`config.mk`:
```
export PLATFORM = sky130hd
export DESIGN_NAME = axi4lite_master_arbiter_flat
export DESIGN_NICKNAME = d
export VERILOG_FILES = /design/src/rtl/axi4lite_master_arbiter_if.sv /design/src/rtl/axi4lite_master_arbiter.sv /design/src/flat_wrapper.sv
export SDC_FILE = /design/constraint.sdc
export NUM_CORES = 1
export LEC_CHECK = 0
export ABC_AREA = 0
export BUFFER_PORTS_ARGS = -buffer_cell sky130_fd_sc_hd__buf_2
export CAP_MARGIN = 0
export CORE_AREA = 2 2 125 127
export DETAILED_ROUTE_END_ITERATION = 16
export DIE_AREA = 0 0 127 129
export MAX_ROUTING_LAYER = met4
export PLACE_DENSITY_LB_ADDON = 0.15
export SYNTH_ARGS = -nofsm -noshare
export SYNTH_HDL_FRONTEND = slang
export SYNTH_SLANG_ARGS = --single-unit
```
`constraint.sdc`:
```
create_clock -name ACLK -period 3.2 [get_ports ACLK]
set_clock_uncertainty 0.15 [all_clocks]
set_input_delay 0.16 -clock ACLK [delete_from_list [all_inputs] [get_ports ACLK]]
set_output_delay 0.16 -clock ACLK [all_outputs]
set_load 0.02 [all_outputs]
```
`src/rtl/axi4lite_master_arbiter_if.sv`:
```
`default_nettype none
// ============================================================================
//  Module      : axi4lite_master_arbiter_if
//  Description : Requester-side and AXI4-Lite master-side signal bundle for
//                the two-requester AXI4-Lite arbiter.
//  Revision    : 1.0 - initial release
// ============================================================================
interface axi4lite_master_arbiter_if #(
    parameter int ADDR_W = 32,
    parameter int DATA_W = 32
);
    localparam int STRB_W = DATA_W / 8;

    // Requester side
    logic [1:0]          req_valid;
    logic [1:0]          req_ready;
    logic [1:0]          req_write;
    logic [2*ADDR_W-1:0] req_addr;
    logic [2*DATA_W-1:0] req_wdata;
    logic [2*STRB_W-1:0] req_wstrb;
    logic [1:0]          rsp_valid;
    logic [DATA_W-1:0]   rsp_rdata;
    logic [1:0]          rsp_resp;

    // AXI4-Lite bus
    logic                AWVALID;
    logic                AWREADY;
    logic [ADDR_W-1:0]   AWADDR;
    logic                WVALID;
    logic                WREADY;
    logic [DATA_W-1:0]   WDATA;
    logic [STRB_W-1:0]   WSTRB;
    logic                BVALID;
    logic                BREADY;
    logic [1:0]          BRESP;
    logic                ARVALID;
    logic                ARREADY;
    logic [ADDR_W-1:0]   ARADDR;
    logic                RVALID;
    logic                RREADY;
    logic [DATA_W-1:0]   RDATA;
    logic [1:0]          RRESP;

    // Arbiter view: AXI master, requester target
    modport master (
        input  req_valid, req_write, req_addr, req_wdata, req_wstrb,
        output req_ready, rsp_valid, rsp_rdata, rsp_resp,
        output AWVALID, AWADDR, WVALID, WDATA, WSTRB, BREADY, ARVALID, ARADDR, RREADY,
        input  AWREADY, WREADY, BVALID, BRESP, ARREADY, RVALID, RDATA, RRESP
    );

    // Environment view: requesters plus AXI slave
    modport slave (
        output req_valid, req_write, req_addr, req_wdata, req_wstrb,
        input  req_ready, rsp_valid, rsp_rdata, rsp_resp,
        input  AWVALID, AWADDR, WVALID, WDATA, WSTRB, BREADY, ARVALID, ARADDR, RREADY,
        output AWREADY, WREADY, BVALID, BRESP, ARREADY, RVALID, RDATA, RRESP
    );
endinterface
`default_nettype wire

```
`src/rtl/axi4lite_master_arbiter.sv`:
```
`default_nettype none
// ============================================================================
//  Module      : axi4lite_master_arbiter
//  Description : Round-robin arbiter funnelling two requesters onto a single
//                AXI4-Lite master port, one transaction outstanding at a time.
//  Revision    : 1.0 - initial release
// ============================================================================
module axi4lite_master_arbiter #(
    parameter int ADDR_W = 32,
    parameter int DATA_W = 32
) (
    input  wire                       ACLK,
    input  wire                       ARESET,
    axi4lite_master_arbiter_if.master bus
);
    localparam int STRB_W = DATA_W / 8;

    typedef enum logic [2:0] {
        IDLE    = 3'd0,
        WR_REQ  = 3'd1,
        WR_RESP = 3'd2,
        RD_REQ  = 3'd3,
        RD_RESP = 3'd4,
        DONE    = 3'd5
    } state_t;

    state_t              r_state;
    state_t              w_next;

    logic                r_last;
    logic                r_gnt;
    logic [ADDR_W-1:0]   r_addr;
    logic [DATA_W-1:0]   r_wdata;
    logic [STRB_W-1:0]   r_wstrb;
    logic                r_aw_done;
    logic                r_w_done;
    logic [DATA_W-1:0]   r_rdata;
    logic [1:0]          r_resp;

    logic                w_both;
    logic                w_gnt_idx;
    logic                w_gnt_write;
    logic                w_grant;
    logic [1:0]          w_req_ready;
    logic [1:0]          w_rsp_valid;
    logic                w_awvalid;
    logic                w_wvalid;
    logic                w_bready;
    logic                w_arvalid;
    logic                w_rready;

    // On contention the requester not granted last wins; otherwise the lone requester.
    assign w_both      = bus.req_valid[0] & bus.req_valid[1];
    assign w_gnt_idx   = w_both ? ~r_last : bus.req_valid[1];
    assign w_gnt_write = w_gnt_idx ? bus.req_write[1] : bus.req_write[0];

    always_ff @(posedge ACLK) begin
        if (ARESET) begin
            r_state <= IDLE;
        end else begin
            r_state <= w_next;
        end
    end

    always_comb begin
        w_next      = r_state;
        w_grant     = 1'b0;
        w_req_ready = 2'b00;
        w_rsp_valid = 2'b00;
        w_awvalid   = 1'b0;
        w_wvalid    = 1'b0;
        w_bready    = 1'b0;
        w_arvalid   = 1'b0;
        w_rready    = 1'b0;
        case (r_state)
            IDLE: begin
                if (|bus.req_valid) begin
                    w_grant     = 1'b1;
                    w_req_ready = w_gnt_idx ? 2'b10 : 2'b01;
                    w_next      = w_gnt_write ? WR_REQ : RD_REQ;
                end
            end
            WR_REQ: begin
                w_awvalid = ~r_aw_done;
                w_wvalid  = ~r_w_done;
                if ((r_aw_done || bus.AWREADY) && (r_w_done || bus.WREADY)) begin
                    w_next = WR_RESP;
                end
            end
            WR_RESP: begin
                w_bready = 1'b1;
                if (bus.BVALID) begin
                    w_next = DONE;
                end
            end
            RD_REQ: begin
                w_arvalid = 1'b1;
                if (bus.ARREADY) begin
                    w_next = RD_RESP;
                end
            end
            RD_RESP: begin
                w_rready = 1'b1;
                if (bus.RVALID) begin
                    w_next = DONE;
                end
            end
            DONE: begin
                w_rsp_valid = r_gnt ? 2'b10 : 2'b01;
                w_next      = IDLE;
            end
            default: begin
                w_next = IDLE;
            end
        endcase
    end

    always_ff @(posedge ACLK) begin
        if (ARESET) begin
            r_last    <= 1'b1;
            r_gnt     <= 1'b0;
            r_addr    <= '0;
            r_wdata   <= '0;
            r_wstrb   <= '0;
            r_aw_done <= 1'b0;
            r_w_done  <= 1'b0;
            r_rdata   <= '0;
            r_resp    <= 2'b00;
        end else begin
            if (w_grant) begin
                r_gnt     <= w_gnt_idx;
                r_last    <= w_gnt_idx;
                r_addr    <= w_gnt_idx ? bus.req_addr[2*ADDR_W-1:ADDR_W]  : bus.req_addr[ADDR_W-1:0];
                r_wdata   <= w_gnt_idx ? bus.req_wdata[2*DATA_W-1:DATA_W] : bus.req_wdata[DATA_W-1:0];
                r_wstrb   <= w_gnt_idx ? bus.req_wstrb[2*STRB_W-1:STRB_W] : bus.req_wstrb[STRB_W-1:0];
                r_aw_done <= 1'b0;
                r_w_done  <= 1'b0;
                // Writes report zero read data; reads overwrite this on R.
                r_rdata   <= '0;
            end
            if (w_awvalid && bus.AWREADY) begin
                r_aw_done <= 1'b1;
            end
            if (w_wvalid && bus.WREADY) begin
                r_w_done <= 1'b1;
            end
            if (w_bready && bus.BVALID) begin
                r_resp <= bus.BRESP;
            end
            if (w_rready && bus.RVALID) begin
                r_rdata <= bus.RDATA;
                r_resp  <= bus.RRESP;
            end
        end
    end

    assign bus.req_ready = w_req_ready;
    assign bus.rsp_valid = w_rsp_valid;
    assign bus.rsp_rdata = r_rdata;
    assign bus.rsp_resp  = r_resp;

    assign bus.AWVALID   = w_awvalid;
    assign bus.AWADDR    = r_addr;
    assign bus.WVALID    = w_wvalid;
    assign bus.WDATA     = r_wdata;
    assign bus.WSTRB     = r_wstrb;
    assign bus.BREADY    = w_bready;
    assign bus.ARVALID   = w_arvalid;
    assign bus.ARADDR    = r_addr;
    assign bus.RREADY    = w_rready;

endmodule
`default_nettype wire
```
`src/flat_wrapper.sv`:
```
// flat-port wrapper written by rule: the top's interface ports become plain ports
module axi4lite_master_arbiter_flat 
#(
    parameter int ADDR_W = 32,
    parameter int DATA_W = 32
)
  (ACLK, ARESET, bus_req_valid, bus_req_write, bus_req_addr, bus_req_wdata, bus_req_wstrb, bus_req_ready, bus_rsp_valid, bus_rsp_rdata, bus_rsp_resp, bus_AWVALID, bus_AWADDR, bus_WVALID, bus_WDATA, bus_WSTRB, bus_BREADY, bus_ARVALID, bus_ARADDR, bus_RREADY, bus_AWREADY, bus_WREADY, bus_BVALID, bus_BRESP, bus_ARREADY, bus_RVALID, bus_RDATA, bus_RRESP);
  axi4lite_master_arbiter_if #(.ADDR_W(ADDR_W), .DATA_W(DATA_W)) bus_i ();
  input  wire ACLK;
  input  wire ARESET;
  input wire logic [$bits(bus_i.req_valid)-1:0] bus_req_valid;
  input wire logic [$bits(bus_i.req_write)-1:0] bus_req_write;
  input wire logic [$bits(bus_i.req_addr)-1:0] bus_req_addr;
  input wire logic [$bits(bus_i.req_wdata)-1:0] bus_req_wdata;
  input wire logic [$bits(bus_i.req_wstrb)-1:0] bus_req_wstrb;
  output wire logic [$bits(bus_i.req_ready)-1:0] bus_req_ready;
  output wire logic [$bits(bus_i.rsp_valid)-1:0] bus_rsp_valid;
  output wire logic [$bits(bus_i.rsp_rdata)-1:0] bus_rsp_rdata;
  output wire logic [$bits(bus_i.rsp_resp)-1:0] bus_rsp_resp;
  output wire logic [$bits(bus_i.AWVALID)-1:0] bus_AWVALID;
  output wire logic [$bits(bus_i.AWADDR)-1:0] bus_AWADDR;
  output wire logic [$bits(bus_i.WVALID)-1:0] bus_WVALID;
  output wire logic [$bits(bus_i.WDATA)-1:0] bus_WDATA;
  output wire logic [$bits(bus_i.WSTRB)-1:0] bus_WSTRB;
  output wire logic [$bits(bus_i.BREADY)-1:0] bus_BREADY;
  output wire logic [$bits(bus_i.ARVALID)-1:0] bus_ARVALID;
  output wire logic [$bits(bus_i.ARADDR)-1:0] bus_ARADDR;
  output wire logic [$bits(bus_i.RREADY)-1:0] bus_RREADY;
  input wire logic [$bits(bus_i.AWREADY)-1:0] bus_AWREADY;
  input wire logic [$bits(bus_i.WREADY)-1:0] bus_WREADY;
  input wire logic [$bits(bus_i.BVALID)-1:0] bus_BVALID;
  input wire logic [$bits(bus_i.BRESP)-1:0] bus_BRESP;
  input wire logic [$bits(bus_i.ARREADY)-1:0] bus_ARREADY;
  input wire logic [$bits(bus_i.RVALID)-1:0] bus_RVALID;
  input wire logic [$bits(bus_i.RDATA)-1:0] bus_RDATA;
  input wire logic [$bits(bus_i.RRESP)-1:0] bus_RRESP;
  assign bus_i.req_valid = bus_req_valid;
  assign bus_i.req_write = bus_req_write;
  assign bus_i.req_addr = bus_req_addr;
  assign bus_i.req_wdata = bus_req_wdata;
  assign bus_i.req_wstrb = bus_req_wstrb;
  assign bus_req_ready = bus_i.req_ready;
  assign bus_rsp_valid = bus_i.rsp_valid;
  assign bus_rsp_rdata = bus_i.rsp_rdata;
  assign bus_rsp_resp = bus_i.rsp_resp;
  assign bus_AWVALID = bus_i.AWVALID;
  assign bus_AWADDR = bus_i.AWADDR;
  assign bus_WVALID = bus_i.WVALID;
  assign bus_WDATA = bus_i.WDATA;
  assign bus_WSTRB = bus_i.WSTRB;
  assign bus_BREADY = bus_i.BREADY;
  assign bus_ARVALID = bus_i.ARVALID;
  assign bus_ARADDR = bus_i.ARADDR;
  assign bus_RREADY = bus_i.RREADY;
  assign bus_i.AWREADY = bus_AWREADY;
  assign bus_i.WREADY = bus_WREADY;
  assign bus_i.BVALID = bus_BVALID;
  assign bus_i.BRESP = bus_BRESP;
  assign bus_i.ARREADY = bus_ARREADY;
  assign bus_i.RVALID = bus_RVALID;
  assign bus_i.RDATA = bus_RDATA;
  assign bus_i.RRESP = bus_RRESP;
  axi4lite_master_arbiter #(.ADDR_W(ADDR_W), .DATA_W(DATA_W)) u_core (.ACLK(ACLK), .ARESET(ARESET), .bus(bus_i));
endmodule
```
# == After elaboration in Yosys (flattened, before gate mapping) ==
# Cells that the tools add are included.
# word_totals
ff_bits,109
out_inout_bits,143
wordCells,69
# op_classes
n_eq_ne,10
n_mux,31
bitwise_logic,4
n_reduce_logical,14
# op_table
cell,n
2-to-1 mux 32 bit,4
2-to-1 mux 2 bit,8
2-to-1 mux 3 bit,5
one-hot mux 3 bit (5 select lines),1
2-to-1 mux 1 bit,12
nonzero test 2 bit,4
equality test 3 x 2 -> 1 bit (second input constant),2
equality test 3 bit (second input constant),2
inequality test 2 bit (second input constant),3
logical AND 1 bit,5
AND reduction 5 bit,1
2-to-1 mux 4 bit,1
inequality test 2 x 1 -> 1 bit (second input constant),2
equality test 3 x 1 -> 1 bit (second input constant),1
logical NOT 3 bit,1
inverter 1 bit,3
logical OR 1 bit,2
OR reduction 2 bit,1
AND 1 bit,1

# == Logic depth before layout (Yosys ltp) ==
# Gate-level depths: netlist (run 1).
# logic_depth
ltp_word,6
ltp_mapped,7
depth_no_buf,3

# == Worst setup path before layout (run 1) ==
# Ideal clock, no wire load.
# synth_path
kind,flip-flop to flip-flop
startpoint,register u_core.r_state[0]
endpoint,register u_core.r_aw_done
setup_time_ns,0.070
t_arrival_ns,1.696
setup_slack_ns,1.284
stages_incl_launch_ff,5
path_buffers,1
period_less_slack_ns,1.916
path_cell_list,dfxtp_1 clkbuf_1 nor4b_1 nand2_1 a21oi_1
# synth_between
elab_chain_cells,4
word_cells_on_any_way,7
# synth_rtl
element,line,source
from (decl),axi4lite_master_arbiter.sv:27,state_t r_state;
from (signal assigned),axi4lite_master_arbiter.sv:61,r_state <= w_next;
equality test 3 x 1 -> 1 bit (*),axi4lite_master_arbiter.sv:75,case (r_state)
2-to-1 mux 1 bit (*),axi4lite_master_arbiter.sv:75,
via bus_AWVALID,flat_wrapper.sv:20,output wire logic [$bits(bus_i.AWVALID)-1:0] bus_AWVALID;
logical AND 1 bit (*),axi4lite_master_arbiter.sv:141,if (w_awvalid && bus.AWREADY) begin
2-to-1 mux 1 bit or nonzero test 2 bit (tied branches),--,
to (signal assigned),axi4lite_master_arbiter.sv:125,r_aw_done <= 1'b0;
to (signal assigned),axi4lite_master_arbiter.sv:136,r_aw_done <= 1'b0;
to (signal assigned),axi4lite_master_arbiter.sv:142,r_aw_done <= 1'b1;
to (decl),axi4lite_master_arbiter.sv:35,logic r_aw_done;
# Mark *: on every way through the listed nets, which the timed path passes. The rest lies on a longest branch.
# A chain may end at the register's enable or synchronous reset.

# == Final worst setup path (run 1) ==
# layout_path
startpoint,register u_core.r_state[1]
endpoint,register u_core.r_addr[30] (netlist: u_core.bus.ARADDR[30])
# layout_between
elab_chain_cells,2
# layout_rtl
element,line,source
logical NOT 3 bit,axi4lite_master_arbiter.sv:75,
2-to-1 mux 1 bit,axi4lite_master_arbiter.sv:75,
to (signal assigned),axi4lite_master_arbiter.sv:133,r_addr <= w_gnt_idx ? bus.req_addr[2*ADDR_W-1:ADDR_W] : bus.req_addr[ADDR_W-1:0];
to (decl),axi4lite_master_arbiter.sv:32,logic [ADDR_W-1:0] r_addr;
# No other way between the ends.

==> results of run 1 <==
cell usage after synthesis (4+ instances only):
cell type / count
sky130_fd_sc_hd__nor3_1: 6
sky130_fd_sc_hd__dfxtp_1: 109
sky130_fd_sc_hd__buf_2: 10
sky130_fd_sc_hd__o211a_1: 68
sky130_fd_sc_hd__o21ai_0: 4
sky130_fd_sc_hd__clkbuf_1: 41
sky130_fd_sc_hd__buf_4: 36
sky130_fd_sc_hd__o211ai_1: 33
sky130_fd_sc_hd__a221o_1: 68
sky130_fd_sc_hd__a21oi_1: 35
sky130_fd_sc_hd__nand2_1: 39
stage by stage:
step                util [%]  instances  total power, µW  area (µm²)  hold slack, ps
floorplan                  -        492             2623        4955           146.0
global placement       42.87        923             3006        6421           232.4
detailed placement     42.87        923             3017        6421           235.5
CTS                    56.74       1115             4536        8498           5.782
global route           56.80       1118             4752        8507           32.44
finish                 56.80       1118             4551        8507           21.57
worst max-delay path by stage:
stage | endpoint | depth (start not counted) | from | slack (ps)
5_1_grt | u_core.bus.ARADDR[30] | 5 | u_core.r_state[1] | 200
4_1_cts | u_core.bus.ARADDR[30] | 5 | u_core.r_state[1] | 110
3_5_place_dp | u_core.bus.WDATA[10] | 4 | u_core.r_state[1] | 650
2_1_floorplan | u_core.r_aw_done | 4 | u_core.r_state[0] | 1280
6_report | u_core.bus.ARADDR[30] | 5 | u_core.r_state[1] | 280
3_3_place_gp | u_core.bus.WDATA[13] | 4 | u_core.r_state[1] | 710
sequential cells by signal, indices dropped and copies added (netlist names):
| register | cells |
|---|---|
| u_core.r_gnt | 1 |
| u_core.bus.rsp_resp | 2 |
| u_core.r_state | 3 |
| u_core.bus.WSTRB | 4 |
| u_core.r_last | 1 |
| u_core.r_aw_done | 1 |
| u_core.bus.rsp_rdata | 32 |
| u_core.bus.ARADDR | 32 |
| u_core.bus.WDATA | 32 |
| u_core.r_w_done | 1 |
what timing repair did:
| action | in CTS | in global routing |
|---|---|---|
| endpoints found under the hold margin | 105 | 0 |
| gates resized for setup | 0 | 1 |
| endpoints found under the setup margin | 0 | 25 |
| hold buffers | 176 | 0 |
cells by family after synthesis:
logic type,after synthesis
flops,109
mux,2
compound gates,217
simple gates,67
buf+inv,97
layout by cell type (no fill, tap or decap), types with 2 or more instances in the layout:
cell / count
sky130_fd_sc_hd__nor4b_1: 2
sky130_fd_sc_hd__o211ai_1: 33
sky130_fd_sc_hd__nand2b_1: 3
sky130_fd_sc_hd__buf_2: 325
sky130_fd_sc_hd__nor3_1: 6
sky130_fd_sc_hd__o211a_1: 68
sky130_fd_sc_hd__nand2_1: 39
sky130_fd_sc_hd__diode_2: 3
sky130_fd_sc_hd__o21ai_0: 4
sky130_fd_sc_hd__clkinv_2: 2
sky130_fd_sc_hd__a311oi_1: 2
sky130_fd_sc_hd__dfxtp_1: 109
sky130_fd_sc_hd__inv_1: 3
sky130_fd_sc_hd__or2_2: 3
sky130_fd_sc_hd__clkbuf_16: 9
sky130_fd_sc_hd__a21oi_1: 35
sky130_fd_sc_hd__buf_4: 10
sky130_fd_sc_hd__nor3b_1: 2
sky130_fd_sc_hd__a221o_1: 68
sky130_fd_sc_hd__and3_1: 2
sky130_fd_sc_hd__nand3_1: 2
sky130_fd_sc_hd__dlygate4sd3_1: 176
sky130_fd_sc_hd__bufinv_16: 2
report_power, final:
part | total (µW) | internal [µW] | switching (µW)
Sequential | 1680 | 1540 | 146
Combinational | 1660 | 755 | 904
Clock | 1210 | 688 | 520
layout make-up:
cell class                 count  area share (%)
antenna                        3         0.08825
clock buffer                  10           2.692
clock inverter                 6           1.015
inverter                       4          0.1765
multi-input combinational    286           26.67
sequential                   109           25.65
tap                          188           2.765
timing repair buffer         512           40.95
metal layers:
metal  share of wire [%]  vias up
li1                    -     2751
met1                  40     2838
met2                  51      278
met3                 5.5       46
met4                 3.5        0
met5                   0        -
worst max-delay path: cells and delay by family (launching register included):
| kind | cells | cell delay, ps |
|---|---|---|
| AO/OA/AOI/OAI | 2 | 570 |
| buffers and inverters | 2 | 940 |
| flip-flops | 1 | 470 |
| AND/OR/NAND/NOR | 1 | 640 |
==> summary by stage, run 1 <==
Status
The run finished with clean final reports.

Detailed routing
After detailed routing, the number of vias per cell comes to 5.289. After detailed routing, the total wire length is 19510 µm. The routed layout has 5913 vias. The violation count after the first detailed-route iteration is 347.

The detail route stage leaves a number of antenna-violating nets equal to 0. The detailed-router iteration count before antenna repair is 5. The average wire per standard cell is 17.45 µm. The number of remaining DRC errors is 0.

Timing
The post-route worst setup slack is 277.4 ps. The max-slew violation count is 0. The number of failing hold endpoints at the final stage is 0. The relative slew slack is 44.61%.

After layout, the worst path uses 91.33% of the clock period. The minimum period implied by the final worst setup slack is 2923 ps. The achievable clock frequency is 0.3422 GHz.

After routing, the total negative slack on setup checks comes to 0 ps. Setup repair after global routing left no endpoint under its margin. The number of failing setup endpoints in the final timing report is 0. For the pin with the worst max-slew slack, the measured transition is 830.9 ps.

Worst setup path
The worst setup path is launched from a flip-flop. Walking the worst path, the cells encountered are or3_4, buf_4, o211a_1, a221o_1, dlygate4sd3_1. The setup slack on the worst flop-to-flop path is 280 ps. The reg-to-reg endpoint is u_core.bus.ARADDR[30]. In this run the critical register-to-register path is launched from u_core.r_state[1]. The critical path arrival is 3000 ps. Counting cells, the worst reg-to-reg path comes to 5. In this run the worst path has a maximum fanout of 43. On the worst path, the slowest cell contributes a delay of 640 ps. STA classifies the critical path endpoint as a flip-flop. By startpoint and endpoint, the worst setup path is classified as flip-flop to flip-flop. The required time of the critical path is 3280 ps. The critical path's slowest cell is sky130_fd_sc_hd__or3_4.

Clock network
The clock tree root driver cell is sky130_fd_sc_hd__clkbuf_16. For the worst-skew pair, the clock arrives at the later sink with an insertion delay of 340 ps. TritonCTS built the clock tree. The H-tree was split into 3 levels. The total CTS buffers is 9.

In this run the deepest clock path goes through 2 buffers. After clock tree synthesis, the clock-pin slew on the worst setup and hold paths is 70 ps. Clock tree synthesis found a total of 109 sinks. The setup fix buffers added after clock tree synthesis is 0.

Floorplan
During I/O placement, the number of pins put on the boundary was 326. The starting utilization of the core area is 33.08%. In this run the horizontal extent of the chip is 127 µm. The full die area is 0.01638 mm². The cell row count is 45. The die outline height is 129 µm. The area of the core is 0.01498 mm².

Placed design
The routability congestion estimate from global placement is 0.7901. Timing analysis after detailed placement gives a worst setup slack of 654.7 ps. Once detailed placement completed, the half-perimeter wirelength came to 11950 µm. The count of buffers added on input and output ports is 325.

Power
The power density normalized to cell area is 535.0 mW/mm². For this design the static power due to leakage is 0.004716 µW. The maximum VDD drop is 0.3155 mV.

Cells and area
The number of nets in the finished design is 1105. The total area of multi-input combinational cells is 0.002268 mm². Registers take 0.002182 mm².

The layout overhead on the synthesized area is 71.69%. Counting the fill cells in the layout gives 1301. The share of post-route cells with drive strength above 1 is 39.05%.

Logic synthesis
Of the total synthesized cell area, the portion taken by AND, OR, NAND and NOR gates is 6.843%. The synthesized netlist devotes 0% of its cell area to XOR and XNOR gates. The number of warnings printed during yosys synthesis is 0. After Yosys synthesis, full adders, half adders and majority gates account for 0% of the synthesized area. Among all flip-flop cells after synthesis, the most frequent one is sky130_fd_sc_hd__dfxtp_1.

The multiplexer fraction of the synthesized cell area is 0.4293%. The number of nets in the synthesized netlist is 675. The top cell type's share of synthesized area is 44.04%.

The fraction of synthesis flops using an asynchronous set or reset pin is 0%. By area the synthesized netlist is led by sky130_fd_sc_hd__dfxtp_1 44%, sky130_fd_sc_hd__a221o_1 14%, sky130_fd_sc_hd__o211a_1 14%, sky130_fd_sc_hd__buf_4 5.5%, sky130_fd_sc_hd__o211ai_1 5.0%. By area, the combinational part of the netlist is dominated by compound AO/OA/AOI/OAI gates.

The cell type contributing the most total cell area after synthesis is sky130_fd_sc_hd__dfxtp_1. The compound-cell area share of the yosys netlist is 37.90%. The synthesized design contains 0 enable-type register cells. Each instance of the synthesized netlist takes up on average 10.07 µm². The instance count of the mapped netlist is 492. After synthesis the cells add up to 0.004955 mm². The portion of the post-synthesis area used by sequential elements is 44.04%. After synthesis the netlist holds a flip-flop and latch count of 109. The unique cell type count in the Yosys netlist is 37.

Hold path
The worst hold path was traced through 3 stages. The worst hold path endpoint is u_core.r_state[0]. The type of the worst min-delay path is input pin to flip-flop. The hold path startpoint is bus_RVALID.

Job
The total of max-cap violations is 0.

GRT
Entering global routing, the biggest net connects 72 pins. The total overflow reported by the global router is 0. The routing usage on met3 is 3.909%.

The number of antenna violations at the first check in global routing is 3. met2 is the most crowded layer. The via count of the first global-routing pass is 5907.

For met2 alone, demand over resource in global routing was 40.61%. For this run, global-route usage on met1 was measured as 25.15%. In the global route stage, overall resource usage came out at 23.11%. The global-route wire length before repair is 29250 µm.
Power figures use the tool's default switching activity.
==> inputs of run 2 (changes only) <==
PLACE_DENSITY = 0.65   (was unset)
PLACE_DENSITY_LB_ADDON = unset   (was 0.15)
RECOVER_POWER = 100   (was unset)
==> summary by stage, run 2 (synthesized netlist as in run 1, its figures left out) <==
Cells and area
The number of nets in the finished design is 1105 (unchanged). The number of antenna repair diodes is 0 (-3). The library cell used most frequently in the layout, excluding fill and tap cells, is sky130_fd_sc_hd__buf_2.

The share of post-route cells with drive strength above 1 is 23.52% (-16 points). The library cells used most frequently in the layout, excluding fill and tap cells, are 182 x sky130_fd_sc_hd__buf_2, 176 x sky130_fd_sc_hd__dlygate4sd3_1, 144 x sky130_fd_sc_hd__clkbuf_1. Compared with the post-synthesis result, the final layout area differs by 67.27%.

Worst setup path
The critical path goes through or3_4, nor3_4, clkbuf_4, a221o_1, dlygate4sd3_1. The maximum fanout along the worst path came to 38 (-12%). The critical path's slowest cell is sky130_fd_sc_hd__dfxtp_1. The worst setup path is launched from a flip-flop. The worst setup path is of the flip-flop to flip-flop kind. The required time of the critical path came to 3280 ps (about the same). The longest individual stage delay on the worst path is 650 ps (about the same).

The critical path arrival came to 2970 ps (-30 ps). STA classifies the critical path endpoint as a flip-flop. The number of buffers and inverters on the critical path came to 2 (unchanged).

The cell family contributing the most delay on the critical path is buffers and inverters.

Floorplan
The starting utilization of the core area was 33.08% (unchanged). The die extent in x is 127 µm (unchanged). The number of top-level pins came to 326 (unchanged). The cell row count is 45 (unchanged). The die outline height is 129 µm (unchanged). The area of the core is 0.01498 mm² (unchanged).

The full die area came to 0.01638 mm² (unchanged).

Power
The reported leakage power was 0.004118 µW (-13%). The power density normalized to cell area is 530.2 mW/mm² (-0.89%). The maximum VDD drop was 0.2683 mV (-15%).

Clock network
The quantity of hold-fixing buffers added after cts is 176 (unchanged). The clock latency on the worst-skew pair is 350 ps (about the same). The H-tree depth is 3 (unchanged).

The setup fix buffers added after clock tree synthesis was 0 (unchanged). The number of clock sinks seen by CTS was 109 (unchanged). The total CTS buffers came to 9 (unchanged).

The maximum count of clock buffers along a single path is 2 (unchanged). The count of instances resized after the clock tree is built is 0 (unchanged). The clock tree root driver cell is sky130_fd_sc_hd__clkbuf_16. The CTS clock-pin slew for the worst setup and hold paths is 80 ps (about the same). The clock tree from TritonCTS is yes.

Timing
Setup repair after global routing left no endpoint under its margin. The minimum period implied by the final worst setup slack was 2887 ps (-35.17 ps). The number of failing hold endpoints at the final stage is 0 (unchanged).

The number of failing setup endpoints in the final timing report is 0 (unchanged). The max-slew violation count is 0 (unchanged). The transition time of the tightest slew-check pin was 1027 ps (+196.2 ps). The relative slew slack came to 31.52% (-13 points). The setup total negative slack is 0 ps (unchanged).

The achievable clock frequency came to 0.3463 GHz (+1.2%). The post-route fraction of the period consumed by the critical path is 90.23% (-1.1 points). The tightest hold margin is 24.75 ps (+3.182 ps).

Job
The total of max-cap violations is 0 (unchanged).

GRT
The global-route wire length before repair was 29330 µm (+0.26%). The total overflow reported by the global router was 0 (unchanged). The maximum number of pins on one net before global-route repair is 83 (+15%).

The via count of the first global-routing pass is 5897 (-0.17%). The number of antenna violations at the first check in global routing is 0 (-3). The overall routing resource usage is 22.98% (-0.13 points).

Hold path
The type of the worst min-delay path is input pin to flip-flop.

Detailed routing
The number of remaining DRC errors is 0 (unchanged). The detailed-router iteration count before antenna repair is 4 (-1). The violation count after the first detailed-route iteration is 343 (-1.2%). The total number of vias is 5920 (+0.12%).

The final wirelength was 19440 µm (-0.37%). The via count normalized by instance count is 5.309 (+0.39%). The average wire per standard cell is 17.43 µm (-0.10%). The remaining antenna violation count after routing is 0 (unchanged).

Placed design
The quantity of I/O buffers inserted on ports is 325 (unchanged). The routability congestion estimate from global placement was 0.7953 (+0.66%). The half-perimeter wire length after detailed placement is 11480 µm (-3.9%).

Status
The run finished with clean final reports.
run 2: per-stage QoR:
stage | util, % | setup WS, ps | instance area, µm² | power (µW) | instances
after floorplan | - | 1284 | 4955 | 2623 | 492
after global routing | 55.34 | 173.1 | 8288 | 4604 | 1115
after global placement | 42.87 | 991.8 | 6421 | 3012 | 923
after CTS | 56.56 | 410.2 | 8471 | 4439 | 1115
final | 55.34 | 312.6 | 8288 | 4394 | 1115
after detailed placement | 42.87 | 965.9 | 6421 | 3012 | 923
run 2: worst register-to-register path, delay by kind of cell, from the launching register on:
kind	cells	cell delay (ps)
compound gates	1	470
flops	1	650
buf+inv	2	930
simple gates	2	570
run 2: power by group:
group / internal [µW] / switching [µW]
clock network: 548 / 570
logic: 686 / 900
registers: 1540 / 152
total: 2770 / 1620
run 2: metal layers:
layer  wire length [µm]  global-route usage (%)
met5                  0                       -
met4                513                   9.373
met3               1063                   3.784
met2              10130                   41.75
met1               7734                   25.00
run 2: path summary, 6_finish.rpt:
kind                            slack [ps]                       end  cells after the start                startpoint
worst min register to register         340  u_core.bus.rsp_rdata[17]                      2  u_core.bus.rsp_rdata[17]
worst max register to register         310     u_core.bus.ARADDR[23]                      5         u_core.r_state[1]
worst min-delay path                    20         u_core.r_state[0]                      4               bus_ARREADY
worst max-delay path                   310     u_core.bus.ARADDR[23]                      5         u_core.r_state[1]
run 2: final cells by class:
type                    count  area [µm²]
well taps                 188       235.2
clock buffers               9       225.2
multi-input cells         286        2267
fillers                  1384        6689
inverters                   4       15.01
repair buffers            512        3301
clock inverters             7       62.56
flip-flops and latches    109        2182
==> inputs of run 3 (changes only) <==
ABC_CLOCK_PERIOD_IN_PS = 3200   (was unset)
REMOVE_ABC_BUFFERS = 1   (was unset)
==> summary by stage, run 3 (synthesized netlist as in run 1, its figures left out) <==
Detailed routing
The average wire per standard cell came to 17.09 µm (-2.0%). The number of remaining DRC errors is 0 (unchanged). The remaining antenna violation count after routing is 0 (unchanged). The violation count after the first detailed-route iteration is 295 (-14%). The total number of vias was 5866 (-0.91%). The detailed-router iteration count before antenna repair is 5 (+1).

The via count normalized by instance count is 5.266 (-0.82%). The final wirelength is 19030 µm (-2.1%).

Floorplan
The starting utilization of the core area was 33.08% (unchanged). The die outline height is 129 µm (unchanged). The number of top-level pins is 326 (unchanged). The full die area was 0.01638 mm² (unchanged). The die extent in x is 127 µm (unchanged). The area of the core is 0.01498 mm² (unchanged). The cell row count is 45 (unchanged).

Timing
Setup repair after global routing left no endpoint under its margin. The number of failing setup endpoints in the final timing report is 0 (unchanged). The transition time of the tightest slew-check pin was 813.2 ps (-213.9 ps). The achievable clock frequency came to 0.3374 GHz (-2.6%). The relative slew slack was 45.79% (+14 points).

The number of failing hold endpoints at the final stage is 0 (unchanged). The minimum period implied by the final worst setup slack is 2963 ps (+76.03 ps). The post-route worst setup slack is 236.6 ps (-76.03 ps). The max-slew violation count is 0 (unchanged).

The post-route fraction of the period consumed by the critical path is 92.61% (+2.4 points).

Cells and area
The filler cell count is 1400 (+1.2%). The number of antenna repair diodes is 0 (unchanged). The share of post-route cells with drive strength above 1 is 23.33% (-0.19 points).

The number of nets in the finished design was 1104 (-0.090%). The area growth from synthesis to layout is 68.21%. The post-route non-filler standard cell count was 1114 (-0.090%).

Leaving out fill and tap cells, the most frequent cells in the layout are 182 x sky130_fd_sc_hd__buf_2, 176 x sky130_fd_sc_hd__dlygate4sd3_1, 144 x sky130_fd_sc_hd__clkbuf_1. The library cell used most frequently in the layout, excluding fill and tap cells, is sky130_fd_sc_hd__buf_2.

Worst setup path
The setup slack on the worst flop-to-flop path is 240 ps (-80 ps). The longest individual stage delay on the worst path was 610 ps (-40 ps). The critical setup path kind is flip-flop to flip-flop. The category of cells accounting for the largest share of critical-path delay is buffers and inverters. The worst reg2reg path depth is 5 (unchanged). In this run the critical register-to-register path is launched from u_core.r_state[1]. The critical path's slowest cell is sky130_fd_sc_hd__buf_4. The required time of the critical path is 3340 ps (+60 ps).

The critical path arrival is 3110 ps (+140 ps). The worst setup path is captured at a flip-flop. The endpoint identified for the worst register-to-register timing path is u_core.bus.WDATA[4]. Traced cell by cell, the critical path runs through or3_1, nor3_4, buf_4, a221o_1, dlygate4sd3_1.

The worst setup path is launched from a flip-flop. The maximum fanout along the worst path is 67 (+76%). The number of buffers and inverters on the critical path is 2 (unchanged). The cell depth of the worst setup path is 5 (unchanged).

Power
The reported leakage power came to 0.004137 µW (+0.47%). The power density normalized to cell area came to 548.8 mW/mm² (+3.5%). The maximum VDD drop is 0.2570 mV (-4.2%).

Clock network
The setup fix buffers added after clock tree synthesis is 0 (unchanged). Clock tree synthesis selected as its root buffer the cell sky130_fd_sc_hd__clkbuf_16. The CTS clock-pin slew for the worst setup and hold paths came to 70 ps (about the same). TritonCTS built the clock tree. The H-tree depth came to 3 (unchanged). The maximum count of clock buffers along a single path came to 2 (unchanged). The clock latency on the worst-skew pair is 350 ps (about the same). The number of clock sinks seen by CTS is 109 (unchanged).

The total CTS buffers is 9 (unchanged).

Hold path
The hold path depth was 4 (unchanged). The tightest min-delay check is of the input pin to flip-flop type. The path with the worst hold slack has its endpoint at u_core.r_state[0]. The hold path startpoint is bus_ARREADY.

Status
The flow ran to the end, and the final reports show no timing, DRC or antenna violations.

Placed design
The post-place setup slack came to 585.6 ps (-380.3 ps). The number of instances in the placed design is 922 (-0.11%). The routability congestion estimate from global placement is 0.7904 (-0.62%). The quantity of I/O buffers inserted on ports was 325 (unchanged). The half-perimeter wire length after detailed placement is 11110 µm (-3.3%).

GRT
The maximum number of pins on one net before global-route repair came to 106 (+28%). The global-route wire length before repair was 28570 µm (-2.6%). The overall routing resource usage was 22.19% (-0.79 points). The via count of the first global-routing pass is 5695 (-3.4%).

The total overflow reported by the global router came to 0 (unchanged). The number of antenna violations at the first check in global routing came to 0 (unchanged).

Job
The total of max-cap violations was 0 (unchanged).
## run 3: cell type report
class	count	area, µm²	area share (%)
Timing Repair Buffer	511	3291	39.48
Clock inverter	7	122.6	1.471
Inverter	4	15.01	0.1802
Clock buffer	9	225.2	2.702
Multi-Input combinational cell	286	2263	27.16
Sequential cell	109	2182	26.18
Tap cell	188	235.2	2.822
## run 3: layer usage
| layer | up-vias | routed length (µm) | global-route usage, % |
|---|---|---|---|
| met1 | 2831 | 7775 | 26.47 |
| met5 | - | 0 | - |
| li1 | 2749 | - | - |
| met2 | 257 | 9694 | 38.05 |
| met3 | 29 | 1225 | 3.909 |
| met4 | 0 | 337 | 7.434 |
## run 3: worst register-to-register path: stages (launching register included)
cell and delay [ps]:
sky130_fd_sc_hd__dfxtp_1 480, sky130_fd_sc_hd__or3_1 520, sky130_fd_sc_hd__nor3_4 220, sky130_fd_sc_hd__buf_4 610
sky130_fd_sc_hd__a221o_1 360, sky130_fd_sc_hd__dlygate4sd3_1 570
## run 3: metrics by stage
| stage | area (µm²) | TNS, ps | power (µW) | util (%) | hold WS [ps] |
|---|---|---|---|---|---|
| 6_report | 8334 | 0 | 4574 | 55.65 | 55.68 |
| 5_1_grt | 8334 | 0 | 4762 | 55.65 | 69.95 |
| 4_1_cts | 8523 | 0 | 4638 | 56.91 | 35.70 |
| 3_5_place_dp | 6414 | 0 | 3013 | 42.82 | 234.8 |
| 3_3_place_gp | 6414 | 0 | 3009 | 42.82 | 231.6 |
| 2_1_floorplan | 4436 | -77640 | 2437 | - | 79.07 |
## run 3: worst max path at each step
| stage | start | end |
|---|---|---|
| detailed placement | u_core.r_state[1] | u_core.bus.ARADDR[18] |
| CTS | u_core.r_state[1] | u_core.bus.WDATA[22] |
| global placement | u_core.r_state[1] | u_core.bus.WDATA[26] |
| global route | u_core.r_state[1] | u_core.bus.WDATA[4] |
| finish | u_core.r_state[1] | u_core.bus.WDATA[4] |
| floorplan | bus_req_valid[0] | u_core.r_aw_done |
## run 3: power breakdown
| part | internal (µW) | switching [µW] | total (µW) |
|---|---|---|---|
| logic | 685 | 891 | 1580 |
| registers | 1540 | 155 | 1690 |
| clock network | 770 | 535 | 1300 |
| total | 2990 | 1580 | 4570 |
## run 3: what timing repair did
item | 4_1_cts | 5_1_grt
setup endpoints to repair | 0 | 16
gates resized for setup | 0 | 1
endpoints found under the hold margin | 105 | 0
hold buffers | 176 | 0
